File: config.mk
export PLATFORM = sky130hd
export DESIGN_NAME = tx_slot_writer
export DESIGN_NICKNAME = d
export VERILOG_FILES = /design/src/rtl/tx_slot_writer.sv
export SDC_FILE = /design/constraint.sdc
export NUM_CORES = 1
export LEC_CHECK = 0
export ABC_AREA = 0
export BUFFER_PORTS_ARGS = -buffer_cell sky130_fd_sc_hd__buf_2
export CAP_MARGIN = 20
export CORE_MARGIN = 4
export CORE_UTILIZATION = 53
export CTS_CLUSTER_DIAMETER = 80
export DETAILED_ROUTE_END_ITERATION = 16
export PLACE_DENSITY = 0.83
export SLEW_MARGIN = 25
export SYNTH_ARGS = -nofsm -noshare
export SYNTH_HDL_FRONTEND = slang
export SYNTH_SLANG_ARGS = --single-unit
File: constraint.sdc
create_clock -name gmii_tx_clk -period 5.6 [get_ports gmii_tx_clk]
set_input_delay 1.12 -clock gmii_tx_clk [delete_from_list [all_inputs] [get_ports gmii_tx_clk]]
set_output_delay 1.12 -clock gmii_tx_clk [all_outputs]
set_load 0.005 [all_outputs]
File: src/rtl/tx_slot_writer.sv
`default_nettype none
// ============================================================================
//  Module   : tx_slot_writer
//  Purpose  : Write-side controller of the TX frame slot RAM ring. Takes a
//             16-bit word stream (len, timestamp, hash, payload), checks the
//             ring has room ahead of the sender's read pointer, writes the
//             frame into the ring and only then publishes it by moving
//             mem_wr_ptr. Malformed or aborted frames are dropped unpublished.
//  Revision : 1.0  initial release
// ============================================================================
module tx_slot_writer #(
    parameter int PTR_W   = 16,
    parameter int MIN_LEN = 60,
    parameter int MAX_LEN = 1518
) (
    input  logic             gmii_tx_clk,
    input  logic             sys_rst,
    input  logic [15:0]      in_data,
    input  logic             in_valid,
    input  logic             in_last,
    input  logic             in_abort,
    output logic             in_ready,
    output logic [PTR_W-1:0] ram_addr,
    output logic [15:0]      ram_data,
    output logic [1:0]       ram_byte_en,
    output logic             ram_wr_en,
    input  logic [PTR_W-1:0] mem_rd_ptr,
    output logic [PTR_W-1:0] mem_wr_ptr,
    output logic [31:0]      frames_committed,
    output logic [31:0]      frames_dropped,
    output logic             busy
);

    localparam logic [PTR_W-1:0] c_ONE = PTR_W'(1);

    typedef enum logic [2:0] {
        ST_IDLE   = 3'd0,
        ST_CHECK  = 3'd1,
        ST_WRITE  = 3'd2,
        ST_COMMIT = 3'd3,
        ST_DROP   = 3'd4
    } state_t;

    state_t           r_state;
    state_t           w_state_nxt;

    logic [15:0]      r_len;
    logic             r_len_last;
    logic [PTR_W-1:0] r_base;
    logic [PTR_W-1:0] r_cnt;
    logic             r_in_ready;
    logic [PTR_W-1:0] r_ram_addr;
    logic [15:0]      r_ram_data;
    logic             r_ram_wr_en;
    logic [PTR_W-1:0] r_wr_ptr;
    logic [31:0]      r_committed;
    logic [31:0]      r_dropped;

    logic             w_accept;
    logic [31:0]      w_need;
    logic [PTR_W-1:0] w_free_p;
    logic [31:0]      w_free;
    logic             w_len_ok;
    logic             w_fits;
    logic             w_at_end;

    logic             w_wr;
    logic [PTR_W-1:0] w_wr_addr;
    logic [15:0]      w_wr_data;
    logic             w_latch_len;
    logic             w_cnt_init;
    logic             w_cnt_inc;
    logic             w_drop;
    logic             w_commit;
    logic             w_ready_nxt;

    // Frame size and ring room are compared in 32 bits so a long length can
    // never alias into a small value when PTR_W is narrow.
    assign w_accept = in_valid & r_in_ready;
    assign w_need   = 32'd7 + ((32'(r_len) + 32'd1) >> 1);
    assign w_free_p = mem_rd_ptr - r_wr_ptr - c_ONE;
    assign w_free   = 32'(w_free_p);
    assign w_len_ok = (r_len >= 16'(MIN_LEN)) && (r_len <= 16'(MAX_LEN));
    assign w_fits   = (w_need <= w_free);
    assign w_at_end = (32'(r_cnt) == (w_need - 32'd1));

    // State register
    always_ff @(posedge gmii_tx_clk or posedge sys_rst) begin
        if (sys_rst) begin
            r_state <= ST_IDLE;
        end else begin
            r_state <= w_state_nxt;
        end
    end

    // Next-state decode and per-cycle datapath controls; abort outranks last
    always_comb begin
        w_state_nxt = r_state;
        w_wr        = 1'b0;
        w_wr_addr   = r_base;
        w_wr_data   = in_data;
        w_latch_len = 1'b0;
        w_cnt_init  = 1'b0;
        w_cnt_inc   = 1'b0;
        w_drop      = 1'b0;
        w_commit    = 1'b0;
        case (r_state)
            ST_IDLE: begin
                if (w_accept) begin
                    w_latch_len = 1'b1;
                    w_state_nxt = ST_CHECK;
                end
            end
            ST_CHECK: begin
                if (in_abort) begin
                    w_drop      = 1'b1;
                    w_state_nxt = ST_IDLE;
                end else if (!w_len_ok) begin
                    w_drop      = 1'b1;
                    w_state_nxt = r_len_last ? ST_IDLE : ST_DROP;
                end else if (w_fits) begin
                    // Length word lands at the frame base once room is known
                    w_wr        = 1'b1;
                    w_wr_addr   = r_base;
                    w_wr_data   = r_len;
                    w_cnt_init  = 1'b1;
                    w_state_nxt = ST_WRITE;
                end
            end
            ST_WRITE: begin
                if (in_abort) begin
                    w_drop      = 1'b1;
                    w_state_nxt = ST_IDLE;
                end else if (w_accept) begin
                    w_wr      = 1'b1;
                    w_wr_addr = r_base + r_cnt;
                    w_wr_data = in_data;
                    w_cnt_inc = 1'b1;
                    if (w_at_end) begin
                        if (in_last) begin
                            w_state_nxt = ST_COMMIT;
                        end else begin
                            w_drop      = 1'b1;
                            w_state_nxt = ST_DROP;
                        end
                    end else if (in_last) begin
                        w_drop      = 1'b1;
                        w_state_nxt = ST_IDLE;
                    end
                end
            end
            ST_COMMIT: begin
                w_commit    = 1'b1;
                w_state_nxt = ST_IDLE;
            end
            ST_DROP: begin
                if (w_accept && in_last) begin
                    w_state_nxt = ST_IDLE;
                end
            end
            default: begin
                w_state_nxt = ST_IDLE;
            end
        endcase
    end

    // in_ready is registered from the next state so it reads 0 while in reset
    assign w_ready_nxt = (w_state_nxt == ST_IDLE) ||
                         (w_state_nxt == ST_WRITE) ||
                         (w_state_nxt == ST_DROP);

    // Datapath: frame context, registered RAM port, published pointer, counters
    always_ff @(posedge gmii_tx_clk or posedge sys_rst) begin
        if (sys_rst) begin
            r_len       <= '0;
            r_len_last  <= 1'b0;
            r_base      <= '0;
            r_cnt       <= '0;
            r_in_ready  <= 1'b0;
            r_ram_addr  <= '0;
            r_ram_data  <= '0;
            r_ram_wr_en <= 1'b0;
            r_wr_ptr    <= '0;
            r_committed <= '0;
            r_dropped   <= '0;
        end else begin
            r_in_ready  <= w_ready_nxt;
            r_ram_wr_en <= w_wr;
            if (w_wr) begin
                r_ram_addr <= w_wr_addr;
                r_ram_data <= w_wr_data;
            end
            if (w_latch_len) begin
                r_len      <= in_data;
                r_len_last <= in_last;
                r_base     <= r_wr_ptr;
            end
            if (w_cnt_init) begin
                r_cnt <= c_ONE;
            end else if (w_cnt_inc) begin
                r_cnt <= r_cnt + c_ONE;
            end
            if (w_commit) begin
                r_wr_ptr    <= r_base + w_need[PTR_W-1:0];
                r_committed <= r_committed + 32'd1;
            end
            if (w_drop) begin
                r_dropped <= r_dropped + 32'd1;
            end
        end
    end

    assign in_ready         = r_in_ready;
    assign ram_addr         = r_ram_addr;
    assign ram_data         = r_ram_data;
    assign ram_wr_en        = r_ram_wr_en;
    assign ram_byte_en      = r_ram_wr_en ? 2'b11 : 2'b00;
    assign mem_wr_ptr       = r_wr_ptr;
    assign frames_committed = r_committed;
    assign frames_dropped   = r_dropped;
    assign busy             = (r_state != ST_IDLE);

endmodule
`default_nettype wire

==> results.md <==
* Status: finished, final reports clean
* CTS Buf Count at 17
* Final Wtd Congestion at 0.859
* Final Cycle Share at 94.2%
* H-tree depth at 4
* Commonest non-fill, non-tap cell in the layout: dfrtp_1
* Rel. slew slack at 32.5%
* Hold endpoint: frames_committed[31]$_DFFE_PP0N_
* Worst hold path type: flop to flop
* P per Cell Area at 455 mW/mm^2
* Final Max Slew Viols at 0
* Tmin final at 5.28 ns
* Post-Synthesis Cell Area at 0.0111 mm^2
* Slowest library cell on the worst path: nor4_4
* CP max stage delay at 0.46 ns
* Most used cell along the critical path: xnor2_2
* Asr flop ratio synth at 100%
* Placement Setup Slack at -0.211 ns
* Height of the die at 153 um
* CTS Root Cell: clkbuf_16
* Share of cells above drive strength 1 at 19.8%
* Util after Layout at 62.9%
* Row Count at 52
* CTS max path bufs at 2
* Final Hold Fails at 0
* Initial Util at 54.5%
* Die Footprint at 0.0234 mm^2
* Global Route Usage Sum at 23.8%
* Area grow syn2layout at 15.3%
* Critical Path AT at 5.61 ns
* Leak at 6.05 nW
* Die width at 153 um
* Hold Path Cell Cnt at 1
* Layout Nets at 1460
* Count of flip-flops with a built-in enable after synthesis at 0
* Placeable Area at 0.0204 mm^2
* Avg Inst Size Synth at 9.26 um^2
* CP Max Fanout at 32
* Via density at 5.74
* Worst endpoint required time at 5.93 ns
* Seq cells post-synth at 166
* Synthesized instance count at 1203
* Layout Skew at 0.0170 ns
* Post-Layout Cell Count at 1633
* CP bufs+invs at 2
* Worst r2r src: r_len[0]$_DFFE_PP0P_
* First drt pass iteration count at 5
* Dominant synthesized flop cell: dfrtp_1
* Power, Total at 0.00584 W
* DP HPWL at 20200 um
* TNS Setup at 0 ns
* PortBufs at 153
* R2R depth at 18
* Final ANT Viol Nets at 0
* Most frequent cells in the layout: 166 x dfrtp_1, 153 x buf_2, 150 x nand2_1
* Total grt overflow at 0
* DRC at 0
* Setup violations, final at 0
* WL/cell at 17.0 um
* Post-Route WL at 27700 um
* Sequential-to-total area share from yosys stat at 37.3%
* Crit path kind: flop to flop
* Crit path capture type: flop
* Global-route wire length before repair at 46500 um
* Ports at 154
* Via count at 9366
* Yosys Warn Count at 0
* Critical R2R Capture: frames_dropped[1]$_DFFE_PP0P_
* Initial antenna violation count at 0
* Maxcap violations at 0
* Largest net degree at the start of global routing at 167
* Placed cells at 1597
* Max Fclk at 190 MHz
* Top Family by Delay on Critical Path: compound AO/OA/AOI/OAI gates
* Drt initial violations at 525
* Worst-path clk slew at 0.08 ns
* # diodes at 0
* Netlist cell types at 84
* CP startpoint kind: flop
* Final WS setup at 0.324 ns
* CTS tree: built
* HP Start: frames_committed[31]$_DFFE_PP0N_
* Vias in the first global route at 9434
* Max VDD drop at 0.276 mV
* Crit-path cells: buf_4, and3_1, xnor2_2, ha_1, a21boi_0, nor4_4, o21ai_2, nor3_2, xnor2_2, xnor2_1, or3_1, a2111oi_2, o2111a_1, nand4_1, a21bo_2, a211oi_4, buf_12, mux2_2
* Clk_lat worst skew at 0.44 ns
* Syn nets at 1313
* Worst Tran Pin Value at 1.01 ns
* Clk sink count at 166
* # hold bufs at CTS at 0
* R2R Setup Slk at 0.32 ns
cells in the mapped netlist (all sizes together) (3+ instances only):
| cell | n | area, um^2 |
|---|---|---|
| xnor3 | 3 | 67.6 |
| o32ai | 3 | 33.8 |
| nand4b | 3 | 26.3 |
| nand3b | 5 | 37.5 |
| a21oi | 56 | 295 |
| xnor2 | 115 | 1020 |
| ha | 70 | 876 |
| or4 | 3 | 26.3 |
| or3 | 5 | 31.3 |
| a211oi | 4 | 42.5 |
| inv | 73 | 274 |
| nor4b | 3 | 26.3 |
| o21ai | 69 | 349 |
| and2 | 9 | 56.3 |
| nand2 | 150 | 563 |
| clkbuf | 26 | 97.6 |
| a2111oi | 3 | 32.5 |
| fa | 3 | 60.1 |
| nand2b | 5 | 31.3 |
| mux2i | 10 | 100 |
| nor3b | 6 | 45.0 |
| nor2b | 6 | 37.5 |
| and4 | 4 | 35.0 |
| a21boi | 5 | 37.5 |
| o31a | 3 | 26.3 |
| xor2 | 41 | 367 |
| nor4 | 18 | 221 |
| buf | 22 | 153 |
| o21a | 11 | 82.6 |
| dfrtp | 166 | 4150 |
| o21bai | 10 | 75.1 |
| a221oi | 5 | 43.8 |
| nor3 | 23 | 150 |
| a21o | 11 | 82.6 |
| nand4 | 36 | 231 |
| nand3 | 50 | 273 |
| o22ai | 3 | 18.8 |
| or2 | 3 | 18.8 |
| nor2 | 71 | 267 |
| mux2 | 20 | 225 |
| and3 | 20 | 125 |
| a31oi | 23 | 144 |
final cells by class:
cell class | instances | area (um^2)
multi-input cells | 916 | 6480
well taps | 270 | 338
clock inverters | 15 | 178
clock buffers | 17 | 425
inverters | 73 | 278
flip-flops and latches | 166 | 4150
fillers | 1675 | 7580
repair buffers | 176 | 987
routing by layer:
metal  GRT usage (%)  vias to the layer above  routed length, um
met5               0                        -                  0
met4            7.98                        0                648
met3            4.13                       52               1460
met2            40.0                      273              13300
met1            31.3                     4515              12300
li1                -                     4526                  -
where the power goes:
group	leakage [nW]	internal (W)	switching, W
Sequential	2.25	0.00139	0.000269
Clock	0.291	0.000606	0.000591
Combinational	3.51	0.00126	0.00173
Total	6.05	0.00326	0.00259
what timing repair did:
action	4_1_cts	5_1_grt
buffers inserted	0	2
setup endpoints to repair	0	81
gates resized for setup	0	9
hold endpoints to repair	0	0
logic make-up after synthesis:
group                    after synthesis  share of synthesized area, %
AO/OA/AOI/OAI                        230                          13.4
buffers and inverters                121                          4.71
multiplexers                          30                          2.92
flip-flops                           166                          37.3
adder cells (fa/ha/maj)               73                          8.40
AND/OR/NAND/NOR                      423                          20.0
XOR/XNOR                             160                          13.3
registers in the layout, indices dropped and copies added, names as in the netlist:
register and flops:
in_ready 1, ram_addr 16, r_base 16, frames_committed 32
r_cnt 16, r_len 16, ram_wr_en 1, mem_wr_ptr 16
r_len_last 1, ram_data 16, frames_dropped 32, r_state 3
metrics by stage:
step	area, um^2	hold slack [ns]
after detailed placement	12200	0.466
after floorplan	11100	0.445
after global routing	12800	0.492
after CTS	12800	0.480
after global placement	12200	0.456
final	12800	0.477
worst max path at each step:
| stage | from | slack (ns) | to | depth (start not counted) |
|---|---|---|---|---|
| global placement | mem_rd_ptr[0] | 0.1 | ram_addr[1]$_DFFE_PP0P_ | 27 |
| CTS | r_len[0]$_DFFE_PP0P_ | 0.14 | frames_dropped[1]$_DFFE_PP0P_ | 18 |
| global route | r_len[0]$_DFFE_PP0P_ | -0.009 | frames_dropped[23]$_DFFE_PP0P_ | 19 |
| floorplan | mem_rd_ptr[0] | 0.17 | r_cnt[10]$_DFFE_PP0P_ | 27 |
| detailed placement | mem_rd_ptr[0] | -0.21 | ram_addr[1]$_DFFE_PP0P_ | 27 |
| finish | r_len[0]$_DFFE_PP0P_ | 0.32 | frames_dropped[1]$_DFFE_PP0P_ | 18 |
No activity file was read; power rests on OpenSTA's default activity.
